--- src/rtl/reg_bank4x16.sv ---
// reg_bank4x16: 4-entry register bank with one write port and two registered read ports (A, B).
// BYPASS selects whether a read that hits the register being written sees the new data or the old data.
module reg_bank4x16 #(
  parameter int WIDTH  = 16,
  parameter bit BYPASS = 1'b1
) (
  input  logic             i_clk,
  input  logic             i_rst_n,
  input  logic             i_load,
  input  logic [1:0]       i_waddr,
  input  logic [WIDTH-1:0] i_in,
  input  logic             i_ren_a,
  input  logic [1:0]       i_raddr_a,
  output logic [WIDTH-1:0] o_out_a,
  output logic             o_valid_a,
  input  logic             i_ren_b,
  input  logic [1:0]       i_raddr_b,
  output logic [WIDTH-1:0] o_out_b,
  output logic             o_valid_b
);
  logic [WIDTH-1:0] r_mem [4];
  logic [WIDTH-1:0] r_out_a, r_out_b;
  logic             r_valid_a, r_valid_b;
  logic [WIDTH-1:0] w_sel_a, w_sel_b;
  // a same-cycle write to the addressed register forwards its data only when BYPASS is set
  always_comb begin
    w_sel_a = (BYPASS && i_load && i_waddr == i_raddr_a) ? i_in : r_mem[i_raddr_a];
    w_sel_b = (BYPASS && i_load && i_waddr == i_raddr_b) ? i_in : r_mem[i_raddr_b];
  end
  always_ff @(posedge i_clk) begin
    if (!i_rst_n) begin
      r_mem     <= '{default: '0};
      r_out_a   <= '0;
      r_out_b   <= '0;
      r_valid_a <= 1'b0;
      r_valid_b <= 1'b0;
    end else begin
      if (i_load) r_mem[i_waddr] <= i_in;
      if (i_ren_a) r_out_a <= w_sel_a;
      if (i_ren_b) r_out_b <= w_sel_b;
      r_valid_a <= i_ren_a;
      r_valid_b <= i_ren_b;
    end
  end
  assign o_out_a   = r_out_a;
  assign o_out_b   = r_out_b;
  assign o_valid_a = r_valid_a;
  assign o_valid_b = r_valid_b;
endmodule

--- config.mk ---
export PLATFORM = sky130hd
export DESIGN_NAME = reg_bank4x16
export DESIGN_NICKNAME = d
export VERILOG_FILES = /design/src/rtl/reg_bank4x16.sv
export SDC_FILE = /design/constraint.sdc
export NUM_CORES = 1
export LEC_CHECK = 0
export ABC_AREA = 1
export ABC_CLOCK_PERIOD_IN_PS = 1030
export CELL_PAD_IN_SITES_DETAIL_PLACEMENT = 0
export CELL_PAD_IN_SITES_GLOBAL_PLACEMENT = 2
export CORE_AREA = 3 3 143 145
export CTS_CLUSTER_DIAMETER = 150
export CTS_CLUSTER_SIZE = 12
export DETAILED_ROUTE_END_ITERATION = 10
export DIE_AREA = 0 0 146 148
export GPL_ROUTABILITY_DRIVEN = 1
export PLACE_DENSITY_LB_ADDON = 0.1
export REMOVE_ABC_BUFFERS = 1
export SKIP_LAST_GASP = 1
export SLEW_MARGIN = 20
export SYNTH_ARGS = -nofsm -noshare
export SYNTH_HDL_FRONTEND = slang
export SYNTH_SLANG_ARGS = --single-unit
--- constraint.sdc ---
create_clock -name i_clk -period 1.03 [get_ports i_clk]
set_input_delay 0.1545 -clock i_clk [delete_from_list [all_inputs] [get_ports i_clk]]
set_output_delay 0.1545 -clock i_clk [all_outputs]
set_load 0.02 [all_outputs]
# Yosys cells after proc, flatten, opt, wreduce, memory -nomap -nowiden
# Index checks and enable logic that the tools add are counted.
# Widths: inputs -> output; s select.
dict set report word_totals {
  elab_cells 31
  regBits 98
  out_inout_bits 34
  inputBits 27
}
dict set report op_classes {
  reduce_logical 3
  n_bitwise 3
  n_lt_le_gt_ge 4
  n_mux 11
  eq_ne 2
}
# op count
set op_table {}
lappend op_table {{$mux 16} 7}
lappend op_table {{$bmux 16 s2} 2}
lappend op_table {{$bwmux 64} 1}
lappend op_table {{$demux 16 s2} 1}
lappend op_table {{$ge 3x3->1 const B} 3}
lappend op_table {{$not 2->3} 3}
lappend op_table {{$eq 2x2->1} 2}
lappend op_table {{$logic_and 1x1->1} 3}
lappend op_table {{$lt 3x1->1 const B} 1}

# Depth between registers and ports, before layout
dict set report depth {
  ltp_word 6
  mapped_depth 10
  ltp_nobuf 8
}

# Worst setup path before layout
# OpenSTA, ideal clock, no wires.
dict set report synth_path {
  path_type {in2reg}
  start {input i_raddr_b[0]}
  end {register r_out_b[5], in the netlist o_out_b[5]}
  setup_ns 0.109
  path_stages 10
  n_path_buf 2
  arrival_ns 1.002
  setup_slack_ns -0.081
  required_time_ns 0.921
  cell_sequence {buf_2 inv_2 nand2_1 nand2_4 nand3_4 buf_4 nand2_1 nand3_1 nand2_1 inv_1}
}
dict set report synth_via {
  elab_chain_len 5
  word_cells_on_any_way 7
  cone_classes {eq/ne (1); mux (4); bitwise (1); reduce/logical (1)}
}
# item line_no
set synth_rtl {}
lappend synth_rtl {{from (decl)} 17} ;# input logic [1:0] i_raddr_b,
lappend synth_rtl {{$not 2->3 (implied by the code)} 28} ;# w_sel_b = (BYPASS && i_load && i_waddr == i_raddr_b) ? i_in : r_mem[i_raddr_b];
lappend synth_rtl {{$bmux 16 s2} 28}
lappend synth_rtl {{$mux 16 (implied by the code) (2 in a row)} 28}
lappend synth_rtl {{$mux 16 (*)} 28}
lappend synth_rtl {{to (signal assigned)} 40} ;# if (i_ren_b) r_out_b <= w_sel_b;
lappend synth_rtl {{to (decl)} 22} ;# logic [WIDTH-1:0] r_out_a, r_out_b;
# Every way passes the cells marked *; elsewhere a longest branch is shown, timed or not. The select of a mux whose other input is x is not followed.
# A chain may end at the register's enable or synchronous reset.

# Worst setup path after layout
dict set report layout_path {
  start {register r_out_a[14], in the netlist o_out_a[14]}
  end {output o_out_a[14]}
}
# item line_no
set layout_lines {}
lappend layout_lines {{from (decl)} 22}
lappend layout_lines {{from (signal assigned)} 39} ;# if (i_ren_a) r_out_a <= w_sel_a;
lappend layout_lines {{to (decl)} 14} ;# output logic [WIDTH-1:0] o_out_a,
# No word-level cell between the ends.

==> run summary <==
Initial Util: 26.7%
first drt pass iteration count: 5
die height: 148 um
hold crit path type: in -> reg
warnings from Yosys: 0
clk_skew: 6.03 ps
DR vias: 5,491
Setup crit end kind: output pin
CTS root buffer: clkbuf_16
worst path buffer plus inverter count: 1
Worst Hold Depth: 3
FF-to-FF path depth: 8
Die Wd: 146 um
DRT iter0 DRCs: 452
core area: 19,300 sq um
CTS Sinks: 98
Worst Tran Pin Value: 308 ps
CP Cell Sequence: buf_4
Max FO, Critical Path: 2
Die Footprint: 21,600 sq um
Setup TNS: 0 ps
Fin. Hold Viols: 0
Pleak: 3.31 nW
initial antenna violation count: 0
setup slack at placement: -697 ps
Synth Area in Adders: 0%
post-synthesis xor/xnor area fraction: 0%
CTS tree: done
P per Cell Area: 1470 nW/um^2
Compound-Gate Fraction of Synth Area: 12.4%
most frequent cells in the layout: nand2_1 (232), nand3_1 (97), inv_1 (93)
Synth Instances: 827
boundary pin count: 61
fraction of layout cells with a size suffix above 1: 16.2%
met1 GRT Util: 26.3%
multiplexer share of the synthesized area: 0%
wirelength, routed: 19.6 mm
final worst slack: 24.0 ps
Final Max Slew Viols: 0
met2 Use GR: 28.1%
WS Path Type: reg -> out
clk_lat worst skew: 350 ps
Synth Register Bits: 98
main combinational cell family by area after synthesis: simple AND/OR/NAND/NOR gates
H-tree levels: 3
synthesized area: 5170 sq um
most common cell after layout, fill and taps aside: nand2_1
Rows: 51
vias in the first global route: 5,044
Setup violations, final: 0
Netlist cell types: 18
headroom to the max-slew limit: 79.4%
GR Overflow Total: 0
RePlAce Congestion: 0.760
total CTS buffers: 9
critical path depth: 1
fin crit period: 1010 ps
run status: completed
post-route ant nets: 0
Mean Syn Cell Area: 6.25 sq um
post-synthesis sequential area ratio: 38.0%
Hold Buf Count CTS: 0
ANT cells: 0
grt peak-use layer: met2
placed wire-length estimate: 12.6 mm
met3 Track Usage GR: 2.42%
MaxCap Viol Count: 0
critical path data arrival time: 850 ps
global-route wire length before repair: 30.2 mm
Longest Clk Path Bufs: 2
slowest CP cell: dfxtp_2
Startpoint Class: register
RSZ-0062 raised after global routing: true
Residual DRC: 0
WL per Instance: 16.8 um
slowest cell delay on critical path: 360 ps
Peak VDD IR: 0.753 mV
Worst EP required: 880 ps
All-Layer GR Usage: 18.1%
Final nets: 923
vias per cell: 4.71
area grow syn2layout: 29.3%
fin crit share: 97.7%
Max Clk Rate: 994 MHz
Crit path max-delay family: flip-flops
largest net degree at the start of global routing: 53
number of buffers added on ports: 60
clk slew on worst S/H paths: 70 ps
Synth Area in Simple Gates: 36.6%
metal layers:
metal / part of all wire [%] / vias to the layer above
met5: 0 / -
met4: 1.6 / 0
met3: 4.6 / 26
met2: 44 / 160
met1: 50 / 2536
li1: - / 2769
registers in the layout, indices dropped and copies added, names as in the netlist:
name / count
o_valid_b: 1
r_mem: 64
o_valid_a: 1
o_out_a: 16
o_out_b: 16
where the power goes:
group,switching (mW),total [mW],internal [mW]
Combinational,1.32,2.14,0.818
Clock,1.52,3.59,2.07
Sequential,0.0856,4.11,4.03
Total,2.93,9.84,6.92
cell usage after synthesis:
| cell type | count | area share, % |
|---|---|---|
| clkbuf_1 | 29 | 2.1 |
| inv_2 | 3 | 0.22 |
| nor2_1 | 65 | 4.7 |
| buf_4 | 3 | 0.44 |
| buf_6 | 2 | 0.44 |
| nand3_1 | 99 | 9.6 |
| dfxtp_1 | 98 | 38 |
| buf_1 | 2 | 0.15 |
| o21ai_0 | 64 | 6.2 |
| nand4_1 | 32 | 3.9 |
| a21oi_1 | 64 | 6.2 |
| inv_1 | 102 | 7.4 |
| nand2_1 | 232 | 17 |
| nand3_4 | 2 | 0.68 |
| inv_4 | 1 | 0.12 |
| nand2_2 | 6 | 0.73 |
| nand2_4 | 1 | 0.22 |
| buf_2 | 22 | 2.1 |
worst paths after layout:
kind	end	slack (ps)	from
worst max register to register	o_out_b[15]	90	r_mem[15]
worst min register to register	r_mem[63]	460	r_mem[63]
worst max-delay path	o_out_a[14]	20	o_out_a[14]
worst min-delay path	r_mem[49]	100	i_rst_n
area by class of cell:
cell class                 count  area, sq um
inverter                     106          400
tap                          265          332
multi-input combinational    565         2550
sequential                    98         1970
clock buffer                  13          270
clock inverter                 2         35.0
fill                        2134        12700
timing repair buffer         116         1120
worst register-to-register path, stage by stage (launching register included):
cell,delay [ps]
dfxtp_1,300
inv_1,80
nand2_1,50
nand3_1,80
nand2_1,60
nand2_1,60
nand3_1,110
nand2_1,80
inv_1,30
cell families after synthesis:
kind of cell           after synthesis
and+or+nand+nor                    437
buffers and inverters              164
AOI/OAI and AO/OA                  128
DFF                                 98
stage by stage:
step / cell area, sq um / power [mW] / util [%] / cells / hold WS, ps
after floorplan: 4900 / 5.23 / - / 769 / 248
after global placement: 6420 / 6.36 / 33.2 / 1149 / 459
after detailed placement: 6420 / 6.37 / 33.2 / 1149 / 466
after CTS: 6610 / 9.97 / 34.2 / 1164 / 94.7
after global routing: 6680 / 10.4 / 34.6 / 1165 / 107
final: 6680 / 9.84 / 34.6 / 1165 / 104
timing repair:
item,4_1_cts,5_1_grt
pin swaps,1,1
setup endpoints to repair,130,102
buffers inserted,0,1
resized for setup,159,61
Note: power is estimated with default switching activity, not from simulation.
==> edit 1, RTL diff (same settings) <==
Change the parameter `WIDTH` from 16 to 20.
--- a/src/rtl/reg_bank4x16.sv
+++ b/src/rtl/reg_bank4x16.sv
@@ -1,7 +1,7 @@
 // reg_bank4x16: 4-entry register bank with one write port and two registered read ports (A, B).
 // BYPASS selects whether a read that hits the register being written sees the new data or the old data.
 module reg_bank4x16 #(
-  parameter int WIDTH  = 16,
+  parameter int WIDTH  = 20,
   parameter bit BYPASS = 1'b1
 ) (
   input  logic             i_clk,
Ports: changed (resized i_in, o_out_a and o_out_b); port bits go from 61 to 73. No check against the original RTL was run, so the function may have changed too.
==> edit 1 against the original RTL <==
  * The flow now finishes with violations (negative setup slack)
  * Wire length grew 29%
  * Clock skew decreased by 0.00065 ns
  * Setup slack got worse by 0.063 ns
  * Die area unchanged
  * Sequential cell count rose by 24
  * Area after synthesis up 26%
  * Total power is 51% higher
  * Final area grew 39%
  * Critical path type unchanged
  * Highest routed layer unchanged
==> edit 1: results (changes against the original RTL) <==
- Synth top cells by count: nand2_1, inv_1, nand3_1
- Worst-Margin Slew: 0.294 ns (-0.0143 ns)
- Clock Latency Late Sink: 0.43 ns (+0.08 ns)
- Max reg flops: 80 (+25%)
- DR iter-0 viols: 382 (-15%)
- Final setup viols: 10 (+10)
- Gr usage total: 0.231 (+0.0492)
- Worst slack, placed: -0.724 ns (-0.0275 ns)
- Crit path from: o_out_a[0]
- PnR worst setup slack: -0.0386 ns (-0.0626 ns)
- Outcome: complete, but fails checks
- Post-DP HPWL: 15500 um (+23%)
- Clk_skew: 0.00538 ns (-0.000650 ns)
- Worst Path Arrival: 0.91 ns (+0.06 ns)
- DR vias: 6957 (+27%)
- Synth cell types: 20 (+2)
- Reg2reg end: o_out_b[0]
- Flop-to-flop setup slack: 0.05 ns (-0.04 ns)
- Largest net degree at the start of global routing: 66 (+25%)
- H-tree levels: 4 (+1)
- Failing checks: negative setup slack
- Drt total wl: 25300 um (+29%)
- Gpl congestion: 0.794 (+4.5%)
- RR Startpoint: r_mem[0]
- Leakage: 4.58 nW (+39%)
- Worst-path clk slew: 0.06 ns
- DR WL/cell: 17.8 um (+6.1%)
- Vias in the first global route: 6362 (+26%)
- Number of port buffers: 72 (+20%)
- Clock buffer count from CTS: 17 (+8)
- Top post-synthesis cells by area: dfxtp_1, nand2_1, nand3_1
- VDD IR-drop max: 0.00117 V (+56%)
- Placed insts: 1363 (+19%)
- Nets: 1173 (+27%)
edit 1: cell types whose count changed after synthesis, moves of 8 or more:
cell,before,now
inv_1,102,124
nor2_1,65,80
dfxtp_1,98,122
buf_6,2,10
buf_2,22,36
nand4_1,32,40
o21ai_1,0,11
a21oi_1,64,80
nand2_1,232,290
nand3_1,99,123
edit 1: worst min path at each step:
stage / end / cells past startpoint / slack (ns) / startpoint
2_1_floorplan: o_valid_a / 2 / 0.25 / i_ren_a
3_3_place_gp: r_mem[6] / 2 / 0.46 / r_mem[6]
3_5_place_dp: r_mem[37] / 2 / 0.47 / r_mem[37]
4_1_cts: o_valid_a / 4 / 0.14 / i_ren_a
5_1_grt: o_valid_a / 4 / 0.16 / i_ren_a
6_report: o_valid_a / 4 / 0.16 / i_ren_a
edit 1: logic make-up (layout without fill, tap and decap cells):
| logic type | count (synthesis) | in the layout | synth area share |
|---|---|---|---|
| buffers and inverters | 211 | 332 | 0.145 |
| DFF | 122 | 122 | 0.374 |
| AOI/OAI and AO/OA | 160 | 160 | 0.123 |
| and+or+nand+nor | 541 | 541 | 0.358 |
edit 1: cell type report:
cell class | instances | area [um2]
clock inverters | 7 | 135
repair buffers | 170 | 2070
clock buffers | 25 | 505
flip-flops and latches | 122 | 2490
fillers | 2036 | 10000
well taps | 265 | 332
multi-input cells | 701 | 3250
inverters | 130 | 513
edit 1: per-layer routing:
metal | wire length [um] | track usage
met5 | 0 | 0
met1 | 11700 | 0.310
met4 | 449 | 0.0687
met2 | 11900 | 0.379
met3 | 1240 | 0.0448
edit 1: report_power, final:
part | total, W | internal [W] | switching [W]
clock network | 0.00659 | 0.00436 | 0.00223
registers | 0.00517 | 0.00504 | 0.000130
logic | 0.00309 | 0.00134 | 0.00175
edit 1: repair_timing:
| action | in CTS | in global routing |
|---|---|---|
| gates cloned | 7 | 4 |
| buffers inserted | 10 | 5 |
| pin swaps | 9 | 15 |
| resized for setup | 335 | 43 |
| setup endpoints to repair | 162 | 89 |
edit 1: stage by stage:
stage | instance area [um2] | setup TNS (ns) | hold WS, ns | total power (W) | utilization
global route | 9300 | -1.32 | 0.165 | 0.0155 | 0.481
global placement | 7900 | -71.60 | 0.463 | 0.00792 | 0.409
floorplan | 6070 | -35.65 | 0.248 | 0.00651 | -
detailed placement | 7900 | -72.65 | 0.468 | 0.00792 | 0.409
CTS | 9080 | -0.723 | 0.142 | 0.0149 | 0.470
finish | 9300 | -0.111 | 0.157 | 0.0149 | 0.481
==> edit 2, RTL diff (config.mk and constraints unchanged) <==
Without the edit above. Register the input `i_waddr` before use, without a reset. The logic sees it one clock later. The other inputs are not delayed to match.
--- a/src/rtl/reg_bank4x16.sv
+++ b/src/rtl/reg_bank4x16.sv
@@ -18,14 +18,21 @@
   output logic [WIDTH-1:0] o_out_b,
   output logic             o_valid_b
 );
+
+  logic [1:0] i_waddr_q;
+
+  always_ff @(posedge i_clk) begin
+    i_waddr_q <= i_waddr;
+  end
+
   logic [WIDTH-1:0] r_mem [4];
   logic [WIDTH-1:0] r_out_a, r_out_b;
   logic             r_valid_a, r_valid_b;
   logic [WIDTH-1:0] w_sel_a, w_sel_b;
   // a same-cycle write to the addressed register forwards its data only when BYPASS is set
   always_comb begin
-    w_sel_a = (BYPASS && i_load && i_waddr == i_raddr_a) ? i_in : r_mem[i_raddr_a];
-    w_sel_b = (BYPASS && i_load && i_waddr == i_raddr_b) ? i_in : r_mem[i_raddr_b];
+    w_sel_a = (BYPASS && i_load && i_waddr_q == i_raddr_a) ? i_in : r_mem[i_raddr_a];
+    w_sel_b = (BYPASS && i_load && i_waddr_q == i_raddr_b) ? i_in : r_mem[i_raddr_b];
   end
   always_ff @(posedge i_clk) begin
     if (!i_rst_n) begin
@@ -35,7 +42,7 @@
       r_valid_a <= 1'b0;
       r_valid_b <= 1'b0;
     end else begin
-      if (i_load) r_mem[i_waddr] <= i_in;
+      if (i_load) r_mem[i_waddr_q] <= i_in;
       if (i_ren_a) r_out_a <= w_sel_a;
       if (i_ren_b) r_out_b <= w_sel_b;
       r_valid_a <= i_ren_a;
Check against the original RTL: not equivalent (Yosys sat finds a counterexample within 4 cycles, from zero or initial values and one cycle with i_rst_n low).
==> edit 2 against the original RTL <==
  * The flow now finishes with violations (negative setup slack)
  * Final area up 14%
  * Setup slack got worse by 0.24 ns
  * Synthesized cell count increased by 0.24%
  * Total power increased by 7.1%
  * Worst hold slack improved by 0.13 ns
  * Final cell count grew 1.5%
  * Sequential power rose by 2%
  * Via count up 5.0%
  * Wire length up 12%
  * Sequential cell count grew 2
  * Area after synthesis rose by 0.75%
  * Core utilization increased by 4.8 points
  * Clock skew rose by 0.0019 ns
  * Largest power group unchanged
  * Highest routed layer unchanged
==> edit 2: results (changes against the original RTL) <==
- Gr usage total: 0.196 (+0.0150)
- Placed inst area: 6460 um2 (+0.55%)
- Failing checks: negative setup slack
- Sequential-to-total area share from yosys stat: 0.384 (+0.00486)
- Met1 usage: 0.268 (+0.00459)
- Crit Path Max Fanout: 6 (+4)
- RR Startpoint: i_waddr_q[1]
- First-pass GRT wire length: 32500 um (+7.9%)
- Top post-synthesis cells by area: dfxtp_1, nand2_1, nand3_1
- Avg Vias per Cell: 4.88 (+3.5%)
- Vias in the first global route: 5461 (+8.3%)
- WS Path Type: reg -> reg
- Hold path start: i_waddr[0]
- GR Util met3: 0.0337 (+0.00950)
- P_int: 0.00732 W (+5.9%)
- Outcome: complete, but fails checks
- Worst-Margin Slew: 0.465 ns (+0.156 ns)
- Hold Path Class: in -> reg
- DR iter-0 viols: 330 (-27%)
- Gpl congestion: 0.813 (+7.0%)
- Routed wl met2: 10500 um (+22%)
- DR WL met3: 1020 um (+13%)
- DR WL/cell: 18.5 um (+10%)
- Routing usage on met2: 0.324 (+0.0433)
- Synth top cells by count: nand2_1, inv_1, dfxtp_1
- Post-DP HPWL: 13000 um (+3.3%)
- Fillcell total: 2028 (-5.0%)
- Nets: 939 (+1.7%)
- Leakage: 3.64 nW (+10%)
- Share of cells above drive strength 1: 0.290 (+0.128)
- Slowest cell on crit path: dfxtp_4
- Clk_skew: 0.00791 ns (+0.00187 ns)
- CP max stage delay: 0.39 ns (+0.03 ns)
- Final setup viols: 96 (+96)
- WHS: 0.231 ns (+0.127 ns)
- PnR worst setup slack: -0.217 ns (-0.241 ns)
- Largest register by flop count: r_mem
- Largest net degree at the start of global routing: 67 (+26%)
- VDD IR-drop max: 0.000864 V (+15%)
- Worst-path clk slew: 0.07 ns (about the same)
- Worst Path Arrival: 1.50 ns (+0.65 ns)
- CP delay by family, top: simple AND/OR/NAND/NOR gates
- Antenna violations before repair: 0 (unchanged)
- Wl on met1: 9960 um (+2.2%)
edit 2: logic make-up after synthesis:
kind of cell / share of synthesized area
simple gates: 0.364
compound gates: 0.123
flops: 0.384
buf+inv: 0.129
edit 2: final cells by class:
type,instances,area share
multi-input cells,565,0.406
clock buffers,11,0.0319
inverters,106,0.0536
well taps,265,0.0436
flip-flops and latches,100,0.267
repair buffers,130,0.188
clock inverters,5,0.00986
edit 2: metrics by stage:
stage	setup TNS, ns	power [W]	setup slack [ns]	utilization	cells
2_1_floorplan	-27.69	0.00532	-0.381	-	771
3_3_place_gp	-57.55	0.00645	-0.747	0.334	1152
3_5_place_dp	-59.81	0.00646	-0.726	0.334	1152
4_1_cts	-14.63	0.0104	-0.202	0.368	1178
5_1_grt	-20.48	0.0111	-0.286	0.394	1182
6_report	-15.61	0.0105	-0.217	0.394	1182
edit 2: worst paths after layout:
kind                                     end  depth (start not counted)
worst max register to register   o_out_b[15]                          9
worst min register to register      r_mem[4]                          2
worst min-delay path            i_waddr_q[0]                          1
worst max-delay path             o_out_b[15]                          9
edit 2: what timing repair did:
item / in CTS / in global routing
buffers inserted: 7 / 2
pin swaps: 16 / 49
gates cloned: 6 / 3
setup endpoints to repair: 130 / 124
gates resized for setup: 264 / 154
edit 2: power groups by stage:
stage / Combinational [W] / Clock, W / Sequential (W)
after floorplan: 0.000923 / 0 / 0.00439
after global placement: 0.00217 / 0 / 0.00428
after detailed placement: 0.00217 / 0 / 0.00428
after CTS: 0.00233 / 0.00387 / 0.00419
after global routing: 0.00281 / 0.00406 / 0.00424
final: 0.00259 / 0.00375 / 0.00421
